--- src/rtl/max6675_pkg.sv ---
// Shared constants, state encoding and frame packing for the MAX6675 emulator.
package max6675_pkg;

    localparam int unsigned FRAME_BITS  = 16;
    localparam int unsigned TEMP_BITS   = 12;
    localparam int unsigned SYNC_STAGES = 2;
    localparam int unsigned CNT_W       = $clog2(FRAME_BITS + 1);

    localparam int unsigned BIT_LEAD   = 15;
    localparam int unsigned RESULT_MSB = 14;
    localparam int unsigned RESULT_LSB = 3;
    localparam int unsigned BIT_OPEN   = 2;
    localparam int unsigned BIT_DEV_ID = 1;
    localparam int unsigned BIT_TRI    = 0;

    typedef enum logic [1:0] {
        ST_CONVERT = 2'd0,
        ST_IDLE    = 2'd1,
        ST_SHIFT   = 2'd2
    } state_t;

    // Frame as presented on miso, MSB first.
    function automatic logic [FRAME_BITS-1:0] build_frame(
        input logic [TEMP_BITS-1:0] result,
        input logic                 open_tc
    );
        logic [FRAME_BITS-1:0] f;
        f                        = '0;
        f[BIT_LEAD]              = 1'b0;
        f[RESULT_MSB:RESULT_LSB] = result;
        f[BIT_OPEN]              = open_tc;
        f[BIT_DEV_ID]            = 1'b0;
        f[BIT_TRI]               = 1'b0;
        return f;
    endfunction

endpackage

--- src/rtl/max6675_emu_sync_edge.sv ---
// Multi-flop synchronizer with edge detection; edges are masked until the
// chain holds real samples after reset, so a level already away from idle is not an edge.
module sync_edge #(
    parameter int unsigned STAGES    = 2,
    parameter logic        RESET_VAL = 1'b0
) (
    input  logic i_clk,
    input  logic i_rst,
    input  logic i_d,
    output logic o_level,
    output logic o_rise_c,
    output logic o_fall_c
);

    localparam int unsigned             FILL_W    = $clog2(STAGES + 2);
    localparam logic [FILL_W-1:0]       FILL_DONE = FILL_W'(STAGES + 1);

    logic [STAGES-1:0] r_sync;
    logic              r_prev;
    logic [FILL_W-1:0] r_fill;
    logic              w_armed;

    always_ff @(posedge i_clk) begin
        if (i_rst) begin
            r_sync <= {STAGES{RESET_VAL}};
            r_prev <= RESET_VAL;
            r_fill <= '0;
        end else begin
            r_sync <= {r_sync[STAGES-2:0], i_d};
            r_prev <= r_sync[STAGES-1];
            if (r_fill != FILL_DONE) begin
                r_fill <= r_fill + FILL_W'(1);
            end
        end
    end

    assign w_armed  = (r_fill == FILL_DONE);
    assign o_level  = r_sync[STAGES-1];
    assign o_rise_c = w_armed & o_level & ~r_prev;
    assign o_fall_c = w_armed & ~o_level & r_prev;

endmodule

--- src/rtl/max6675_emu.sv ---
// MAX6675 responder: conversion timer, abort-on-select and 16-bit frame shift-out
// of a host-supplied temperature.
module max6675_emu
    import max6675_pkg::*;
#(
    parameter int unsigned CONV_CYCLES = 11_000_000
) (
    input  logic                 i_clk,
    input  logic                 i_rst,
    input  logic                 i_sclk,
    input  logic                 i_sel,
    input  logic [TEMP_BITS-1:0] i_temp_in,
    input  logic                 i_open_in,
    output logic                 o_miso,
    output logic                 o_miso_oe,
    output logic                 o_ready,
    output logic                 o_frame_done
);

    localparam int unsigned          TIMER_W    = $clog2(CONV_CYCLES);
    localparam logic [TIMER_W-1:0]   TIMER_LOAD = TIMER_W'(CONV_CYCLES - 1);
    localparam logic [CNT_W-1:0]     CNT_FULL   = CNT_W'(FRAME_BITS);

    logic w_sel_s, w_sel_rise, w_sel_fall;
    logic w_sclk_s, w_sclk_rise, w_sclk_fall;

    sync_edge #(.STAGES(SYNC_STAGES), .RESET_VAL(1'b1)) u_sync_sel (
        .i_clk    (i_clk),
        .i_rst    (i_rst),
        .i_d      (i_sel),
        .o_level  (w_sel_s),
        .o_rise_c (w_sel_rise),
        .o_fall_c (w_sel_fall)
    );

    sync_edge #(.STAGES(SYNC_STAGES), .RESET_VAL(1'b0)) u_sync_sclk (
        .i_clk    (i_clk),
        .i_rst    (i_rst),
        .i_d      (i_sclk),
        .o_level  (w_sclk_s),
        .o_rise_c (w_sclk_rise),
        .o_fall_c (w_sclk_fall)
    );

    state_t                r_state, w_state_nxt;
    logic [TIMER_W-1:0]    r_timer, w_timer_nxt;
    logic [TEMP_BITS-1:0]  r_result, w_result_nxt;
    logic                  r_open_result, w_open_nxt;
    logic                  r_ready, w_ready_nxt;
    logic [FRAME_BITS-1:0] r_shreg, w_shreg_nxt;
    logic [CNT_W-1:0]      r_fall_cnt, w_fall_nxt;
    logic [CNT_W-1:0]      r_rise_cnt, w_rise_nxt;
    logic                  r_frame_done, w_done_nxt;
    logic                  r_miso_oe;
    logic [FRAME_BITS-1:0] w_frame;

    always_ff @(posedge i_clk) begin
        if (i_rst) begin
            r_state       <= ST_CONVERT;
            r_timer       <= TIMER_LOAD;
            r_result      <= '0;
            r_open_result <= 1'b0;
            r_ready       <= 1'b0;
            r_shreg       <= '0;
            r_fall_cnt    <= '0;
            r_rise_cnt    <= '0;
            r_frame_done  <= 1'b0;
            r_miso_oe     <= 1'b0;
        end else begin
            r_state       <= w_state_nxt;
            r_timer       <= w_timer_nxt;
            r_result      <= w_result_nxt;
            r_open_result <= w_open_nxt;
            r_ready       <= w_ready_nxt;
            r_shreg       <= w_shreg_nxt;
            r_fall_cnt    <= w_fall_nxt;
            r_rise_cnt    <= w_rise_nxt;
            r_frame_done  <= w_done_nxt;
            r_miso_oe     <= ~w_sel_s;
        end
    end

    // Next-state logic; sel edges are tested before sclk edges and before timer expiry.
    always_comb begin
        w_state_nxt  = r_state;
        w_timer_nxt  = r_timer;
        w_result_nxt = r_result;
        w_open_nxt   = r_open_result;
        w_ready_nxt  = r_ready;
        w_shreg_nxt  = r_shreg;
        w_fall_nxt   = r_fall_cnt;
        w_rise_nxt   = r_rise_cnt;
        w_done_nxt   = 1'b0;
        w_frame      = build_frame(r_result, r_open_result);

        unique case (r_state)
            ST_CONVERT: begin
                if (w_sel_fall) begin
                    w_state_nxt = ST_SHIFT;
                    w_shreg_nxt = w_frame;
                    w_fall_nxt  = '0;
                    w_rise_nxt  = '0;
                end else if (r_timer == '0) begin
                    w_state_nxt  = ST_IDLE;
                    w_result_nxt = i_temp_in;
                    w_open_nxt   = i_open_in;
                    w_ready_nxt  = 1'b1;
                end else begin
                    w_timer_nxt = r_timer - TIMER_W'(1);
                end
            end
            ST_IDLE: begin
                if (w_sel_fall) begin
                    w_state_nxt = ST_SHIFT;
                    w_shreg_nxt = w_frame;
                    w_fall_nxt  = '0;
                    w_rise_nxt  = '0;
                end
            end
            ST_SHIFT: begin
                if (w_sel_rise) begin
                    w_state_nxt = ST_CONVERT;
                    w_timer_nxt = TIMER_LOAD;
                    w_done_nxt  = (r_rise_cnt == CNT_FULL);
                    w_shreg_nxt = '0;
                end else if (!w_sel_fall) begin
                    if (w_sclk_fall && !w_sclk_s && r_fall_cnt != CNT_FULL) begin
                        w_shreg_nxt = {r_shreg[FRAME_BITS-2:0], 1'b0};
                        w_fall_nxt  = r_fall_cnt + CNT_W'(1);
                    end
                    if (w_sclk_rise && r_rise_cnt != CNT_FULL) begin
                        w_rise_nxt = r_rise_cnt + CNT_W'(1);
                    end
                end
            end
            default: begin
                w_state_nxt = ST_CONVERT;
                w_timer_nxt = TIMER_LOAD;
            end
        endcase
    end

    assign o_miso       = r_shreg[FRAME_BITS-1];
    assign o_miso_oe    = r_miso_oe;
    assign o_ready      = r_ready;
    assign o_frame_done = r_frame_done;

endmodule

--- config.mk ---
export PLATFORM = sky130hd
export DESIGN_NAME = max6675_emu
export DESIGN_NICKNAME = d
export VERILOG_FILES = /design/src/rtl/max6675_pkg.sv /design/src/rtl/max6675_emu_sync_edge.sv /design/src/rtl/max6675_emu.sv
export SDC_FILE = /design/constraint.sdc
export NUM_CORES = 1
export LEC_CHECK = 0
export ABC_AREA = 1
export CORE_MARGIN = 4
export CORE_UTILIZATION = 50
export CTS_BUF_LIST = sky130_fd_sc_hd__clkbuf_16
export CTS_CLUSTER_SIZE = 28
export DETAILED_ROUTE_END_ITERATION = 6
export GPL_TIMING_DRIVEN = 0
export PLACE_DENSITY_LB_ADDON = 0.1
export SLEW_MARGIN = 20
export SYNTH_ARGS = -nofsm -noshare
export SYNTH_HDL_FRONTEND = slang
export SYNTH_SLANG_ARGS = --single-unit
--- constraint.sdc ---
create_clock -name i_clk -period 1.7 [get_ports i_clk]
set_input_delay 0.255 -clock i_clk [delete_from_list [all_inputs] [get_ports i_clk]]
set_output_delay 0.255 -clock i_clk [all_outputs]
set_load 0.01 [all_outputs]
======== Yosys cells after proc, flatten, opt, wreduce, memory -nomap -nowiden ========
Index checks and enable logic that the tools add are counted.
word-level totals
  bits in registers ....................... 78
  memories kept ........................... 0
  word-level logic and storage cells ...... 96
  input port bits ......................... 17
  latch bits .............................. 0
  memory bits (read-only) ................. 0
  memory bits (writable) .................. 0
  output and inout bits ................... 4
cells by class
  reduce and logical (&&, ||, !) cells .... 15
  muxes and demuxes ....................... 23
  div/mod/pow operators ................... 0
  shifts and indexed selects .............. 0
  magnitude comparators ................... 0
  bitwise gates (word level) .............. 16
  multipliers ............................. 0
  add/sub/neg operators ................... 5
  equal/unequal tests ..................... 21
operators by type and width
  operator               number
  $mux 24                3
  $pmux 24 s3            1
  $mux 16                4
  $mux 5                 7
  $pmux 16 s2            1
  $logic_not 24->1       1
  $sub 24x1->24 const B  1
  $pmux 5 s2             2
  $ne 2x2->1 const B     9
  $add 5x1->5 const B    2
  $ne 5x5->1 const B     2
  $reduce_and 5->1       2
  $and 1x1->1            8
  $mux 2                 4
  $not 1->1              8
  $reduce_and 4->1       2
  $eq 2x2->1 const B     3
  $ne 3x2->1 const B     2
  $pmux 2 s3             1
  $reduce_and 3->1       2
  $eq 5x5->1 const B     1
  $add 2x1->2 const B    2
  $ne 2x1->1 const B     2
  $logic_and 1x1->1      3
  7 further kinds        7

======== Depth between registers and ports, before layout ========
Gate-level depths: netlist of run 1.
  depth after elaboration ................. 9
  gate-level depth with buffers ........... 10
  depth with buffers taken out ............ 10

======== By module ========
A second synthesis of run 1 with hierarchy kept.
unflattened totals
  cells, all modules ...................... 543
  area total of the unflattened synthesis .. 3799.9 µm²
modules (own cells, without submodules)
  module                   seq. area each (µm²)  cells an instance  area each (µm²)  instances
  max6675_emu              1321.3                493                3412.0           1
  sync_edge (u_sync_sclk)  100.1                 26                 196.4            1
  sync_edge (u_sync_sel)   100.1                 24                 191.4            1

======== Worst setup path after synthesis of run 1 ========
No wires, ideal clock.
  path kind ............................... reg-to-reg
  from .................................... register u_sync_sel.r_fill[0]
  to ...................................... register r_timer[5]
  setup time .............................. 122 ps
  path slack .............................. 96 ps
  period minus slack after synthesis ...... 1604 ps
  stages on the path, launching flop included .. 8
  arrival time ............................ 1482 ps
  data required time ...................... 1578 ps
  buffers on the path ..................... 1
  path through ............................ dfxtp_1 -> ha_1 -> nand3b_1 -> a21oi_4 -> nand2_2 -> buf_4 -> o21ai_1 -> nand3_1
between the ends
  word-level cells in the longest chain between the ends .. 5
  elaborated cells on any way between the ends .. 8
  those cells by class .................... 3 x eq/ne; 4 x bitwise; 1 x reduce/logical
ends and longest elaborated chain
  what                                                RTL line                                                  text
  from (decl)                                         max6675_emu_sync_edge.sv:20                               logic [FILL_W-1:0] r_fill;
  from (signal assigned)                              max6675_emu_sync_edge.sv:32                               r_fill <= r_fill + FILL_W'(1);
  $eq 2x2->1 *                                        max6675_emu_sync_edge.sv:37                               assign w_armed = (r_fill == FILL_DONE);
  $and 1x1->1 (on tied branches) (2 in series)        max6675_emu_sync_edge.sv:40, max6675_emu_sync_edge.sv:39
  $ne 2x2->1 (no line) or $ne 2x1->1 (tied branches)  n/a
  $reduce_and 4->1 (no line) *                        n/a
  to (signal assigned)                                max6675_emu.sv:71                                         r_timer <= w_timer_nxt;
  to (decl)                                           max6675_emu.sv:46                                         logic [TIMER_W-1:0] r_timer, w_timer_nxt;
Mark *: on every way between the ends. The rest lies on a longest branch, timed or not.
A chain may end at the register's enable or synchronous reset.

======== Worst setup path after layout of run 1 ========
  from .................................... register u_sync_sel.r_fill[0]
  to ...................................... register r_timer[7]
Same word-level chain as after synthesis.

==> results of run 1 <==
-- metal layers --
metal | track usage (%) | part of all wire [%] | vias up
met5 | 0 | 0 | -
met4 | 9.01 | 1.7 | 0
met3 | 3.43 | 2.9 | 12
met2 | 37.2 | 52 | 67
met1 | 23.5 | 43 | 1618
li1 | - | - | 1832
-- final cells by class --
class | count | area, um^2
clock inverter | 7 | 67.6
fill | 674 | 2610
timing repair buffer | 38 | 339
multi-input combinational | 396 | 2070
sequential | 76 | 1540
clock buffer | 9 | 225
inverter | 50 | 190
buffer | 18 | 128
tap | 99 | 124
-- synthesized netlist by cell type, drive strengths merged (4+ instances only) --
cell,n,area (um^2)
a21oi,17,100
buf,11,86.3
nand2,105,404
dfxtp,76,1520
xnor2,5,43.8
nand3,60,300
nand3b,4,30.0
clkbuf,7,26.3
nand4,7,58.8
ha,8,100
nor2,129,567
inv,50,188
xor2,6,52.6
o21ai,47,235
-- kinds of logic (layout without fill, tap and decap cells) --
group	after synthesis	after routing	share of synthesized area, %
AND/OR/NAND/NOR	311	311	37.1
adder cells (fa/ha/maj)	8	8	2.66
flip-flops	76	76	40.4
buffers and inverters	68	122	7.98
XOR/XNOR	11	11	2.56
AO/OA/AOI/OAI	66	66	9.28
-- flip-flops by register name (all words and copies together) (netlist names) --
| register | count |
|---|---|
| u_sync_sel.r_fill | 2 |
| u_sync_sclk.r_sync | 2 |
| u_sync_sclk.r_prev | 1 |
| r_open_result | 1 |
| r_result | 12 |
| r_fall_cnt | 5 |
| u_sync_sel.r_prev | 1 |
| r_shreg | 14 |
| u_sync_sel.r_sync | 2 |
| r_rise_cnt | 5 |
| o_ready | 1 |
| r_timer | 24 |
| u_sync_sclk.r_fill | 2 |
| r_state | 2 |
| o_frame_done | 1 |
| o_miso_oe | 1 |
-- critical path, delay by kind of cell, from the launching register on --
family                     cells  cell delay, ns
DFF                            1            0.37
buffers and inverters          2            0.35
and+or+nand+nor                3            0.32
AOI/OAI and AO/OA              2            0.32
adders and majority gates      1            0.16
-- cells in the final DEF, fill, tap and decap left out, types with 15 or more instances in the layout --
master	netlist	routed
nor2_1	108	99
nand2_1	101	97
dfxtp_1	76	66
nand3_1	60	57
inv_1	43	41
o21ai_1	32	31
buf_4	3	21
clkdlybuf4s50_1	0	20
nor2_2	15	17
a21oi_1	15	15
-- per-stage QoR --
stage,cell area (um^2),instances,util (%),hold WS [ns]
final,4680,693,64.2,0.403
after global routing,4680,693,64.2,0.429
after CTS,4460,682,61.2,0.406
after detailed placement,4090,659,56.1,0.396
after global placement,4090,659,56.1,0.390
after floorplan,3760,540,-,0.359
-- what timing repair did --
action	4_1_cts	5_1_grt
endpoints found under the setup margin	49	58
pin swaps	5	15
resized for setup	9	48
buffers inserted	7	11
-- power by group through the flow --
| stage | Combinational, W | Clock, W | Sequential (W) |
|---|---|---|---|
| 4_1_cts | 0.000299 | 0.00191 | 0.00188 |
| 3_5_place_dp | 0.000289 | 0 | 0.00192 |
| 2_1_floorplan | 0.000194 | 0 | 0.00191 |
| 6_report | 0.000311 | 0.00187 | 0.00189 |
| 3_3_place_gp | 0.000281 | 0 | 0.00192 |
| 5_1_grt | 0.000355 | 0.00199 | 0.00190 |
-- how the worst min path moves through the flow --
stage                                        to                  start  depth (start not counted)  slack [ns]
after CTS                 u_sync_sclk.r_sync[1]  u_sync_sclk.r_sync[0]                          2        0.41
after floorplan            u_sync_sel.r_sync[0]                  i_sel                          1        0.36
final                     u_sync_sclk.r_sync[1]  u_sync_sclk.r_sync[0]                          2        0.40
after global placement    u_sync_sclk.r_sync[1]  u_sync_sclk.r_sync[0]                          2        0.39
after global routing       u_sync_sel.r_sync[1]   u_sync_sel.r_sync[0]                          1        0.43
after detailed placement  u_sync_sclk.r_sync[1]  u_sync_sclk.r_sync[0]                          2        0.40
==> results.toml, run 1 <==
[place]
place.gp.congestion = 0.896
portBuffers = 20
post-place-ws_ns = -0.284
dpl.hpwl_um = 6050

[outcome]
outcome = "finished, final reports clean"

[pwr]
p_int_w = 0.00310
total_power_w = 0.00408
power_frac_seq_pct = 46.4
pwr-share-comb_pct = 7.6
ir_drop_mv = 0.473
cellPowerDensity_nw_per_um2 = 871
p_clk_share_pct = 46.0
switchingPower_w = 0.000974
leakage_nw = 1.96
p_sw_share_pct = 23.9

[detailed_routing]
vias = 3529
wire_per_inst_um = 12.5
ant_nets = 0
wl_um = 8660
drc = 0
dr.pass1.iters = 5
via_per_inst = 5.09
drt_iter0_drc = 126

[sta]
final.setup.worst_slack_ns = 0.0412
rsz0062_at_grt = "yes"
maxSlewViolCount = 0
fin_setup_tns_ns = 0
slew_headroom_pct = 67.2
finalClockSkew_ns = 0.0103
fmax_ghz = 0.603
fin_crit_sh_pct = 97.6
tightest_slew_ns = 0.492
period_minus_slack_ns = 1.66
finalSetupViolations = 0
finalHoldViolations = 0

[logic_synthesis]
ys.flop_type = "dfxtp_1"
async_flop_share_pct = 0
avgSynthCellArea_um2 = 6.97
synth-edff-count = 0
ys_ff_latch = 76
synth_cell_types = 31
synth_nets = 565
yosysWarnings = 0
synth_area_um2 = 3760
syn_inst = 540
synth-seq-area-share_pct = 40.4

[clock_network]
cts_sinks = 76
htreeDepth = 3
clock_latency_ns = 0.33
cts_buffers = 9
cts_tree = "done"
clockRootBuffer = "clkbuf_16"
hold_buffers = 0
clockBufferDepth = 2
clk_pin_slew_ns = 0.06

[run]
max-cap-violations = 0

[global_route]
grt_pass1_wl_um = 14700
grt_pass1_vias = 3335
grt_max_degree = 14
antenna_found_initial = 0
grt_use_total_pct = 20.5
overflow = 0

[setup_path]
slowest_delay_ns = 0.37
arrival_ns = 1.86
crit_path_top_delay_cell = "dfxtp_4"
worstSetupEndpointType = "flop"
path_cells = "ha_4 -> nand3b_1 -> buf_6 -> a21oi_4 -> nand2_4 -> buf_4 -> o21ai_2 -> nand3_1"
crit_end = "r_timer[7]"
regToRegSetupSlack_ns = 0.04
worstRegToRegCells = 8
path_class = "flop to flop"
worstReg2RegEnd = "r_timer[7]"
timing.rr.start = "u_sync_sel.r_fill[0]"
crit_start = "u_sync_sel.r_fill[0]"
cp.required_ns = 1.90
cp-start-kind = "flop"
cp_max_fo = 10

[layout]
drive_gt1_share_pct = 19.5
layout.nets = 614
diodes = 0
syn_to_final_growth_pct = 24.5

[floorplan]
io_pins = 21
core_um2 = 7290
rows = 31
die_w_um = 94.8
start_util_pct = 51.6
dieArea_um2 = 8980
die_h_um = 94.8

[min_path]
hp-class = "flop to flop"
Note: power is estimated with default switching activity, not from simulation.
==> run 2, diff against run 1 <==
Settings changed: CORE_ASPECT_RATIO set to 2, PLACE_DENSITY set to 0.68, PLACE_DENSITY_LB_ADDON 0.1 to not set.
==> results.toml, run 2 (same netlist as run 1, synthesis figures left out) <==
[outcome]
outcome = "finished with violations"
violations = "negative setup slack"

[detailed_routing]
wire_per_inst_um = 13.6
drt_iter0_drc = 273
via_per_inst = 5.23
met2_length_um = 5370
vias = 3618
ant_nets = 0
met1_length_um = 3400
wl_um = 9390
routed.top_layer = "met4"
dr.pass1.iters = 4
drc = 0
wl_met3_um = 255

[sta]
finalClockSkew_ns = 0.00741
final.setup.worst_slack_ns = -0.0215
fmax_ghz = 0.581
slew_headroom_pct = 64.0
fin_setup_tns_ns = -0.0440
finalHoldViolations = 0
rsz0062_at_grt = "yes"
period_minus_slack_ns = 1.72
maxSlewViolCount = 0
fin_crit_sh_pct = 101
finalSetupViolations = 3
tightest_slew_ns = 0.540

[setup_path]
arrival_ns = 1.95
path_cells = "ha_4 -> nand3b_1 -> buf_4 -> a21oi_4 -> nand2_4 -> buf_6 -> o21ai_1 -> nand3_1"
critical_path_buf_inv_count = 2
worstSetupEndpointType = "flop"
path_class = "flop to flop"
crit_path_top_delay_cell = "dfxtp_4"
cp.required_ns = 1.92
cp_max_fo = 10
critPathTopFamily = "simple AND/OR/NAND/NOR gates"
cp-start-kind = "flop"
slowest_delay_ns = 0.36

[pwr]
total_power_w = 0.00427
ir_drop_mv = 0.650
leakage_nw = 2.03
cellPowerDensity_nw_per_um2 = 886

[layout]
top_register = "r_timer"
largest_reg_flops = 24
fin_area_um2 = 4820
reg_top3 = "r_timer x24, r_shreg x14, r_result x12"
layout.nets = 620
mostFrequentLayoutCells = "98 x nor2_1, 95 x nand2_1, 67 x dfxtp_1, 55 x nand3_1, 41 x inv_1"
diodes = 0
fillers = 626
syn_to_final_growth_pct = 28.2
final_common_cell = "nor2_1"
final_cells = 692
drive_gt1_share_pct = 21.3

[clock_network]
clockBufferDepth = 2
clockRootBuffer = "clkbuf_16"
clock_latency_ns = 0.34
clk_pin_slew_ns = 0.06
cts_tree = "done"
cts_buffers = 9
cts_sinks = 76
htreeDepth = 3

[run]
max-cap-violations = 0

[global_route]
grt_use_total_pct = 20.6
grt_pass1_wl_um = 14700
overflow = 0
grt_pass1_vias = 3389
antenna_found_initial = 0
grt_max_degree = 14

[floorplan]
core_um2 = 7320
io_pins = 21
die_h_um = 131
die_w_um = 69.4
start_util_pct = 51.4
dieArea_um2 = 9060
rows = 44

[place]
place.gp.congestion = 0.857
portBuffers = 20
dp_cells = 652
dpl.hpwl_um = 6690
dpl-instance-area_um2 = 4080
post-place-ws_ns = -0.350

[min_path]
hp-class = "flop to flop"
==> run 2: stage by stage <==
step | utilization [%] | hold WS, ns
global placement | 55.7 | 0.393
floorplan | - | 0.359
detailed placement | 55.7 | 0.396
CTS | 61.4 | 0.403
finish | 65.9 | 0.400
global route | 65.9 | 0.430
==> run 2: cell type report <==
class                           instances  area (um^2)  share of cell area [%]
Inverter                               50          198                    4.10
Clock inverter                          7         91.3                    1.89
Multi-Input combinational cell        396         2120                    43.9
Sequential cell                        76         1540                    31.9
Clock buffer                            9          225                    4.67
Buffer                                 17          131                    2.72
Timing Repair Buffer                   45          409                    8.48
Tap cell                               92          115                    2.39
==> run 2: path summary, 6_finish.rpt <==
kind	from	endpoint	depth (start not counted)	slack, ns
worst max-delay path	u_sync_sel.r_fill[0]	r_timer[5]	8	-0.02
worst min-delay path	u_sync_sel.r_sync[0]	u_sync_sel.r_sync[1]	1	0.40
worst max register to register	u_sync_sel.r_fill[0]	r_timer[5]	8	-0.02
worst min register to register	u_sync_sel.r_sync[0]	u_sync_sel.r_sync[1]	1	0.40
==> run 2: per-layer routing <==
layer  global-route usage [%]  vias up
met5                        0        -
met4                     17.6        0
met3                     3.83       27
met2                     39.4       82
met1                     18.1     1646
li1                         -     1863
==> run 2: worst reg2reg max path: cells and delay by family, from the launching register on <==
| kind | cells | cell delay, ns |
|---|---|---|
| adders and majority gates | 1 | 0.16 |
| and+or+nand+nor | 3 | 0.40 |
| DFF | 1 | 0.36 |
| buffers and inverters | 2 | 0.37 |
| AOI/OAI and AO/OA | 2 | 0.32 |
==> run 2: power by group <==
part	switching, W	total, W	internal [W]
clock network	0.000747	0.00203	0.00128
logic	0.000195	0.000350	0.000156
registers	0.0000521	0.00190	0.00184
==> run 2: what timing repair did <==
item	CTS	global route
pin swaps	4	16
hold endpoints to repair	0	0
buffers inserted	5	19
cloned	0	1
hold buffers	0	0
gates resized for setup	17	55
endpoints found under the setup margin	59	57
==> run 3, diff against run 2 <==
Settings changed: GPL_ROUTABILITY_DRIVEN set to 0.
==> results of run 3 <==
Same layout as run 2: the final DEF is identical, and so are final timing and power.
